$ cat src/rtl/median_pkg.sv
// Shared types and constants for the median filter controller.
package median_pkg;

  localparam int PIX_W     = 8;
  localparam int DEF_WIDTH = 1080;
  localparam int DEF_DEPTH = 1080;
  localparam int CNT_W     = 32;

  typedef enum logic [2:0] {
    ST_IDLE    = 3'd0,
    ST_CLEAR   = 3'd1,
    ST_LOAD    = 3'd2,
    ST_PROCESS = 3'd3,
    ST_FINISH  = 3'd4
  } state_t;

  function automatic logic [CNT_W-1:0] frame_size(input int width, input int depth);
    return CNT_W'(width * depth);
  endfunction

endpackage

$ cat src/rtl/median_filter_ctrl_if.sv
// Pixel stream and filter-core signal bundle for median_filter_ctrl.
// slave: controller side; master: upstream/downstream/filter environment side.
interface median_filter_ctrl_if;
  import median_pkg::*;

  logic [PIX_W-1:0] in_pixel;
  logic             in_valid;
  logic             in_ready;
  logic [PIX_W-1:0] out_pixel;
  logic             out_valid;
  logic             out_ready;
  logic             out_last;
  logic             flt_rst;
  logic             flt_enable;
  logic             flt_enable_process;
  logic [PIX_W-1:0] flt_pixel_in;
  logic [PIX_W-1:0] flt_pixel_out;

  modport slave (
    input  in_pixel, in_valid, out_ready, flt_pixel_out,
    output in_ready, out_pixel, out_valid, out_last,
           flt_rst, flt_enable, flt_enable_process, flt_pixel_in
  );

  modport master (
    output in_pixel, in_valid, out_ready, flt_pixel_out,
    input  in_ready, out_pixel, out_valid, out_last,
           flt_rst, flt_enable, flt_enable_process, flt_pixel_in
  );

endinterface

$ cat src/rtl/median_out_slot.sv
// One-entry output register: captures the filter result, holds it under
// back-pressure and carries the end-of-frame marker alongside the data.
module median_out_slot
  import median_pkg::*;
(
  input  logic             clk,
  input  logic             rst,
  input  logic             capture,
  input  logic [PIX_W-1:0] cap_pixel,
  input  logic             cap_last,
  input  logic             out_ready,
  output logic [PIX_W-1:0] out_pixel,
  output logic             out_valid,
  output logic             out_last
);

  logic [PIX_W-1:0] pixel_r;
  logic             valid_r;
  logic             last_r;

  // Slot register: load on capture, drop on accept, otherwise hold.
  always_ff @(posedge clk) begin
    if (!rst) begin
      pixel_r <= {PIX_W{1'b0}};
      valid_r <= 1'b0;
      last_r  <= 1'b0;
    end else if (capture) begin
      pixel_r <= cap_pixel;
      valid_r <= 1'b1;
      last_r  <= cap_last;
    end else if (valid_r && out_ready) begin
      pixel_r <= pixel_r;
      valid_r <= 1'b0;
      last_r  <= 1'b0;
    end else begin
      pixel_r <= pixel_r;
      valid_r <= valid_r;
      last_r  <= last_r;
    end
  end

  assign out_pixel = pixel_r;
  assign out_valid = valid_r;
  assign out_last  = last_r;

endmodule

$ cat src/rtl/median_filter_ctrl.sv
// Frame controller for a streaming median filter core: clear, load N pixels,
// step the core N times into a 1-entry output slot. Optional frame_count
// output is enabled with MEDIAN_CTRL_FRAME_CNT_EN.
module median_filter_ctrl
  import median_pkg::*;
#(
  parameter int WIDTH = DEF_WIDTH,
  parameter int DEPTH = DEF_DEPTH
) (
  input  logic        clk,
  input  logic        rst,
  input  logic        start,
  output logic        busy,
  output logic        done,
`ifdef MEDIAN_CTRL_FRAME_CNT_EN
  output logic [15:0] frame_count,
`endif
  median_filter_ctrl_if.slave bus
);

  localparam logic [CNT_W-1:0] FRAME_N  = frame_size(WIDTH, DEPTH);
  localparam logic [CNT_W-1:0] CNT_ONE  = CNT_W'(1);
  localparam logic [CNT_W-1:0] LAST_IDX = FRAME_N - CNT_ONE;

  state_t           state_r;
  logic [CNT_W-1:0] load_cnt_r;
  logic [CNT_W-1:0] issue_cnt_r;
  logic             pending_r;
  logic             pend_last_r;
  logic             busy_r;
  logic             done_r;
  logic             in_ready_r;
  logic             flt_rst_r;

  logic             load_fire_s;
  logic             issue_s;
  logic             last_accept_s;
  logic [PIX_W-1:0] slot_pixel_s;
  logic             slot_valid_s;
  logic             slot_last_s;

  // Handshake decode: pixel accept, filter step issue, final output accept.
  always_comb begin
    load_fire_s   = 1'b0;
    issue_s       = 1'b0;
    last_accept_s = 1'b0;
    if (in_ready_r && bus.in_valid) begin
      load_fire_s = 1'b1;
    end else begin
      load_fire_s = 1'b0;
    end
    // A new step may only start once the slot is free or being drained.
    if ((state_r == ST_PROCESS) && !pending_r &&
        (!slot_valid_s || bus.out_ready) && (issue_cnt_r < FRAME_N)) begin
      issue_s = 1'b1;
    end else begin
      issue_s = 1'b0;
    end
    if ((state_r == ST_PROCESS) && slot_valid_s && bus.out_ready && slot_last_s) begin
      last_accept_s = 1'b1;
    end else begin
      last_accept_s = 1'b0;
    end
  end

  // Main FSM with its registered status outputs and frame counters.
  always_ff @(posedge clk) begin
    if (!rst) begin
      state_r     <= ST_IDLE;
      load_cnt_r  <= {CNT_W{1'b0}};
      issue_cnt_r <= {CNT_W{1'b0}};
      pending_r   <= 1'b0;
      pend_last_r <= 1'b0;
      busy_r      <= 1'b0;
      done_r      <= 1'b0;
      in_ready_r  <= 1'b0;
      flt_rst_r   <= 1'b1;
    end else begin
      done_r    <= 1'b0;
      flt_rst_r <= 1'b0;
      if (issue_s) begin
        issue_cnt_r <= issue_cnt_r + CNT_ONE;
        pending_r   <= 1'b1;
        pend_last_r <= (issue_cnt_r == LAST_IDX);
      end else begin
        pending_r   <= 1'b0;
      end
      case (state_r)
        ST_IDLE: begin
          if (start) begin
            state_r     <= ST_CLEAR;
            busy_r      <= 1'b1;
            flt_rst_r   <= 1'b1;
            load_cnt_r  <= {CNT_W{1'b0}};
            issue_cnt_r <= {CNT_W{1'b0}};
          end else begin
            state_r <= ST_IDLE;
          end
        end
        ST_CLEAR: begin
          state_r    <= ST_LOAD;
          in_ready_r <= 1'b1;
        end
        ST_LOAD: begin
          if (load_fire_s && (load_cnt_r == LAST_IDX)) begin
            state_r    <= ST_PROCESS;
            in_ready_r <= 1'b0;
            load_cnt_r <= {CNT_W{1'b0}};
          end else if (load_fire_s) begin
            load_cnt_r <= load_cnt_r + CNT_ONE;
          end else begin
            load_cnt_r <= load_cnt_r;
          end
        end
        ST_PROCESS: begin
          if (last_accept_s) begin
            state_r <= ST_FINISH;
            done_r  <= 1'b1;
          end else begin
            state_r <= ST_PROCESS;
          end
        end
        ST_FINISH: begin
          state_r <= ST_IDLE;
          busy_r  <= 1'b0;
        end
        default: begin
          state_r    <= ST_IDLE;
          busy_r     <= 1'b0;
          in_ready_r <= 1'b0;
        end
      endcase
    end
  end

  // The core presents its result the cycle after a step, so capture then.
  median_out_slot u_out_slot (
    .clk       (clk),
    .rst       (rst),
    .capture   (pending_r),
    .cap_pixel (bus.flt_pixel_out),
    .cap_last  (pend_last_r),
    .out_ready (bus.out_ready),
    .out_pixel (slot_pixel_s),
    .out_valid (slot_valid_s),
    .out_last  (slot_last_s)
  );

  assign busy                   = busy_r;
  assign done                   = done_r;
  assign bus.in_ready           = in_ready_r;
  assign bus.flt_rst            = flt_rst_r;
  assign bus.flt_enable         = load_fire_s;
  assign bus.flt_enable_process = issue_s;
  assign bus.flt_pixel_in       = bus.in_pixel;
  assign bus.out_pixel          = slot_pixel_s;
  assign bus.out_valid          = slot_valid_s;
  assign bus.out_last           = slot_last_s;

`ifdef MEDIAN_CTRL_FRAME_CNT_EN
  logic [15:0] frame_cnt_r;

  // Completed-frame counter; wraps naturally at 16 bits.
  always_ff @(posedge clk) begin
    if (!rst) begin
      frame_cnt_r <= 16'd0;
    end else if (done_r) begin
      frame_cnt_r <= frame_cnt_r + 16'd1;
    end else begin
      frame_cnt_r <= frame_cnt_r;
    end
  end

  assign frame_count = frame_cnt_r;
`endif

endmodule

$ cat src/flat_wrapper.sv
// flat-port wrapper written by rule: the top's interface ports become plain ports
module median_filter_ctrl_flat import median_pkg::*;
#(
  parameter int WIDTH = DEF_WIDTH,
  parameter int DEPTH = DEF_DEPTH
)
  (clk, rst, start, busy, done, bus_in_pixel, bus_in_valid, bus_out_ready, bus_flt_pixel_out, bus_in_ready, bus_out_pixel, bus_out_valid, bus_out_last, bus_flt_rst, bus_flt_enable, bus_flt_enable_process, bus_flt_pixel_in);
  median_filter_ctrl_if bus_i ();
  input  logic clk;
  input  logic rst;
  input  logic start;
  output logic busy;
  output logic done;
  input wire logic [$bits(bus_i.in_pixel)-1:0] bus_in_pixel;
  input wire logic [$bits(bus_i.in_valid)-1:0] bus_in_valid;
  input wire logic [$bits(bus_i.out_ready)-1:0] bus_out_ready;
  input wire logic [$bits(bus_i.flt_pixel_out)-1:0] bus_flt_pixel_out;
  output wire logic [$bits(bus_i.in_ready)-1:0] bus_in_ready;
  output wire logic [$bits(bus_i.out_pixel)-1:0] bus_out_pixel;
  output wire logic [$bits(bus_i.out_valid)-1:0] bus_out_valid;
  output wire logic [$bits(bus_i.out_last)-1:0] bus_out_last;
  output wire logic [$bits(bus_i.flt_rst)-1:0] bus_flt_rst;
  output wire logic [$bits(bus_i.flt_enable)-1:0] bus_flt_enable;
  output wire logic [$bits(bus_i.flt_enable_process)-1:0] bus_flt_enable_process;
  output wire logic [$bits(bus_i.flt_pixel_in)-1:0] bus_flt_pixel_in;
  assign bus_i.in_pixel = bus_in_pixel;
  assign bus_i.in_valid = bus_in_valid;
  assign bus_i.out_ready = bus_out_ready;
  assign bus_i.flt_pixel_out = bus_flt_pixel_out;
  assign bus_in_ready = bus_i.in_ready;
  assign bus_out_pixel = bus_i.out_pixel;
  assign bus_out_valid = bus_i.out_valid;
  assign bus_out_last = bus_i.out_last;
  assign bus_flt_rst = bus_i.flt_rst;
  assign bus_flt_enable = bus_i.flt_enable;
  assign bus_flt_enable_process = bus_i.flt_enable_process;
  assign bus_flt_pixel_in = bus_i.flt_pixel_in;
  median_filter_ctrl #(.WIDTH(WIDTH), .DEPTH(DEPTH)) u_core (.clk(clk), .rst(rst), .start(start), .busy(busy), .done(done), .bus(bus_i));
endmodule
$ cat config.mk
export PLATFORM = sky130hd
export DESIGN_NAME = median_filter_ctrl_flat
export DESIGN_NICKNAME = d
export VERILOG_FILES = /design/src/rtl/median_pkg.sv /design/src/rtl/median_filter_ctrl_if.sv /design/src/rtl/median_out_slot.sv /design/src/rtl/median_filter_ctrl.sv /design/src/flat_wrapper.sv
export SDC_FILE = /design/constraint.sdc
export NUM_CORES = 1
export LEC_CHECK = 0
export CELL_PAD_IN_SITES_DETAIL_PLACEMENT = 2
export CELL_PAD_IN_SITES_GLOBAL_PLACEMENT = 2
export CORE_ASPECT_RATIO = 1.25
export CORE_MARGIN = 5
export CORE_UTILIZATION = 31
export CTS_BUF_LIST = sky130_fd_sc_hd__clkbuf_4 sky130_fd_sc_hd__clkbuf_8 sky130_fd_sc_hd__clkbuf_16
export CTS_CLUSTER_SIZE = 16
export DETAILED_ROUTE_END_ITERATION = 6
export PLACE_DENSITY = 0.77
export SLEW_MARGIN = 0
export SYNTH_ARGS = -nofsm -noshare
export SYNTH_HDL_FRONTEND = slang
export SYNTH_SLANG_ARGS = --single-unit
$ cat constraint.sdc
create_clock -name clk -period 2.02 [get_ports clk]
set_input_delay 0.404 -clock clk [delete_from_list [all_inputs] [get_ports clk]]
set_output_delay 0.404 -clock clk [all_outputs]
set_load 0.01 [all_outputs]
==> metrics.md <==
| Metric | Value |
|---|---|
| Slowest stage cell, crit path | `or4_4` |
| GRT overflow | `0` |
| Clock power frac | `0.455` |
| Core area | `12000 um2` |
| Outcome | `complete, but fails checks` |
| Initial Utilization | `0.312` |
| Max-cap viol count | `0` |
| GPL Wtd Cong | `0.793` |
| Worst-case clock buffer depth | `2` |
| Clk sinks | `83` |
| Violated checks | `negative setup slack` |
| EDFF count, synth | `0` |
| Avg Cell Area, Syn | `8.87 um2` |
| Comb power frac | `0.084` |
| Diodes inserted | `0` |
| Fmax | `364 MHz` |
| Layout cells sized above 1 | `0.362` |
| Pwr Density | `642 nW/um2` |
| Hold Violations, Final | `0` |
| CP Launch Type | `flop` |
| FFs w/ async S/R, synth | `0` |
| Clock buffer count from CTS | `9` |
| Initial DRC Count | `136` |
| Initial antenna violation count | `0` |
| Die Ht | `133 um` |
| Post-route minimum period | `2750 ps` |
| Port Buffers | `28` |
| I/O pins | `45` |
| Critical Path AT | `2340 ps` |
| Req. time, crit path | `1620 ps` |
| Tot GR Track Use | `0.214` |
| Relative slew slack | `0.667` |
| Per-cell routed wire length | `22.6 um` |
| Vias in the first global route | `4150` |
| Leak Pwr | `0.00189 uW` |
| First-pass GRT wire length | `23.7 mm` |
| Hold Slack | `497 ps` |
| Via density | `5.37` |
| Critical path, cell by cell | `or4_4, a2111oi_4, nor2_2, nor4_4, buf_2` |
| Final setup viols | `58` |
| Clock slew at reported path FFs | `70 ps` |
| CTS Root Cell | `clkbuf_16` |
| Place WS | `-657 ps` |
| VDD IR-drop max | `0.000327 V` |
| Synth unique cells | `50` |
| Post-Synthesis Cells | `422` |
| Residual DRC | `0` |
| Die Outline Area | `14400 um2` |
| Die X | `108 um` |
| Psw | `940 uW` |
| Unrepaired setup endpoints after global routing | `true` |
| Power Internal | `2680 uW` |
| Area Overhead vs Synth | `50.5%` |
| H-tree depth | `3` |
| CP Class | `flop to output port` |
| Final WL | `15.7 mm` |
| Critical-path maximum fanout | `2` |
| Slowest stage delay, CP | `570 ps` |
| Via Count | `3730` |
| Yosys warns | `0` |
| Finished Cell Area | `5630 um2` |
| Post-DP Area | `4670 um2` |
| Post-DRT Antenna Nets | `0` |
| Worst-Skew Late Latency | `350 ps` |
| Final Cycle Share | `1.36` |
| Post-DP HPWL | `8.50 mm` |
| Slew Limit Fails | `0` |
| Nature of the critical path endpoint | `output port` |
| Layout fillers | `1250` |
| Syn Nets | `445` |
| Crit path buf inv count | `1` |
| Worst Clk Skew | `9.33 ps` |
| Post-synthesis cell area | `3740 um2` |
| Slew @ Worst Pin | `495 ps` |
| Final #Nets | `548` |
| Reg power frac | `0.461` |
| Min setup slack post-route | `-727 ps` |
| # rows | `45` |
| Crit path max-delay family | `simple AND/OR/NAND/NOR gates` |
| Worst hold stages | `1` |
| Primary FF master, synth | `dfxtp_1` |
| Cts hold-fix bufs | `0` |
| Crit. path cell count | `5` |
| CTS tree | `built` |
| Largest net degree at the start of global routing | `23` |
| Detailed-router iteration count before antenna repair | `4` |
| Min-Delay Path Class | `flop to flop` |
| Net Sw Frac | `0.260` |
| R2r worst-path depth | `8` |
| Register area share after synthesis | `0.444` |
| #FFs+latches synth | `83` |
==> state kept, by name (all words and copies together) (netlist names) <==
name and cells:
u_core.busy 1, u_core.done 1, u_core.load_cnt_r 32, u_core.pend_last_r 1
u_core.u_out_slot.out_valid 1, u_core.state_r 3, u_core.pending_r 1, u_core.u_out_slot.out_last 1
u_core.bus.flt_rst 1, u_core.u_out_slot.out_pixel 8, u_core.bus.in_ready 1, u_core.issue_cnt_r 32
==> cells by family (layout without fill, tap and decap cells) <==
family,Yosys count,after routing,share of synthesized area
and+or+nand+nor,193,193,0.287
DFF,83,83,0.444
buffers and inverters,34,142,0.0468
AOI/OAI and AO/OA,76,76,0.133
xor gates and xnor gates,24,24,0.0562
muxes,10,10,0.0267
adders and majority gates,2,2,0.00669
==> power groups by stage <==
stage	clock (uW)	sequential (uW)	combinational, uW
after global placement	0	1700	194
after global routing	1740	1670	318
after detailed placement	0	1700	203
after CTS	1640	1660	287
final	1650	1670	303
after floorplan	0	1700	107
==> synthesized netlist by cell type (4+ instances only) <==
library cell	instances	area, um2
o21ai_0	25	125
nor2_1	37	139
nor2b_1	10	62.6
nand4_1	17	106
nor4_1	8	50.1
or3_2	4	30.0
or3_1	18	113
clkbuf_1	8	30.0
nor3_1	7	35.0
xnor2_1	4	35.0
a21oi_1	30	150
and2_1	16	100
mux2i_1	10	100
and4_1	5	43.8
nand2_1	22	82.6
xor2_1	20	175
inv_1	11	41.3
dfxtp_1	83	1660
buf_4	8	60.1
or4_1	7	52.6
nand3_1	26	130
==> worst reg2reg max path, stage by stage (launching register included) <==
cell       delay, ps
dfxtp_2          320
or4_4            570
a2111oi_4        450
buf_4            200
buf_6            140
o2111ai_4        150
buf_6            180
or4_4            420
a21oi_2          150
==> per-layer routing <==
| metal | GRT usage | routed length (um) | share of wire | up-vias |
|---|---|---|---|---|
| li1 | - | - | - | 1719 |
| met3 | 0.0400 | 357 | 0.023 | 34 |
| met1 | 0.225 | 5850 | 0.37 | 1914 |
| met5 | 0 | 0 | 0 | - |
| met4 | 0.0793 | 509 | 0.032 | 0 |
| met2 | 0.412 | 8960 | 0.57 | 63 |
==> timing repair <==
action	4_1_cts	5_1_grt
gates resized for setup	86	48
setup buffers	10	7
gates cloned	4	0
endpoints found under the hold margin	0	0
pin swaps	37	28
endpoints found under the setup margin	58	58
==> per-stage QoR <==
stage / TNS, ps / total power (uW) / utilization / cells
after floorplan: -1260 / 1810 / - / 422
after global placement: -17680 / 1890 / 0.389 / 662
after detailed placement: -21530 / 1900 / 0.389 / 662
after CTS: -12520 / 3590 / 0.454 / 691
after global routing: -25700 / 3720 / 0.469 / 694
final: -22090 / 3620 / 0.469 / 694
==> final cells by class <==
cell class              instances  area [um2]  share of cell area
inverters                      11        41.3             0.00733
flip-flops and latches         83        1670               0.297
well taps                     164         205              0.0364
clock buffers                  10         239              0.0424
repair buffers                115        1050               0.186
clock inverters                 6        48.8             0.00867
multi-input cells             305        2380               0.422
==> path summary, 6_finish.rpt <==
path	from	to	slack, ps
min reg2reg	u_core.issue_cnt_r[29]	u_core.issue_cnt_r[29]	500
min	u_core.issue_cnt_r[29]	u_core.issue_cnt_r[29]	500
max	u_core.issue_cnt_r[6]	bus_flt_enable_process	-730
max reg2reg	u_core.issue_cnt_r[6]	u_core.issue_cnt_r[19]	-610
==> cell usage in the layout (no fill, tap or decap), types with 6 or more instances in the layout <==
master / n
or3_1: 15
nor3_1: 6
nor2b_1: 10
o21ai_0: 17
nand4_1: 17
dfxtp_2: 8
dfxtp_1: 75
a21oi_1: 8
buf_4: 70
nand2_1: 22
clkbuf_16: 9
inv_1: 11
o21ai_1: 7
or4_4: 7
a21oi_2: 20
and2_1: 16
nor4_1: 7
nand3_1: 24
nor2_1: 15
nor2_4: 17
buf_6: 13
xor2_1: 19
or3_4: 7
clkdlybuf4s50_1: 26
mux2i_1: 10
(Power assumes the default switching activity.)
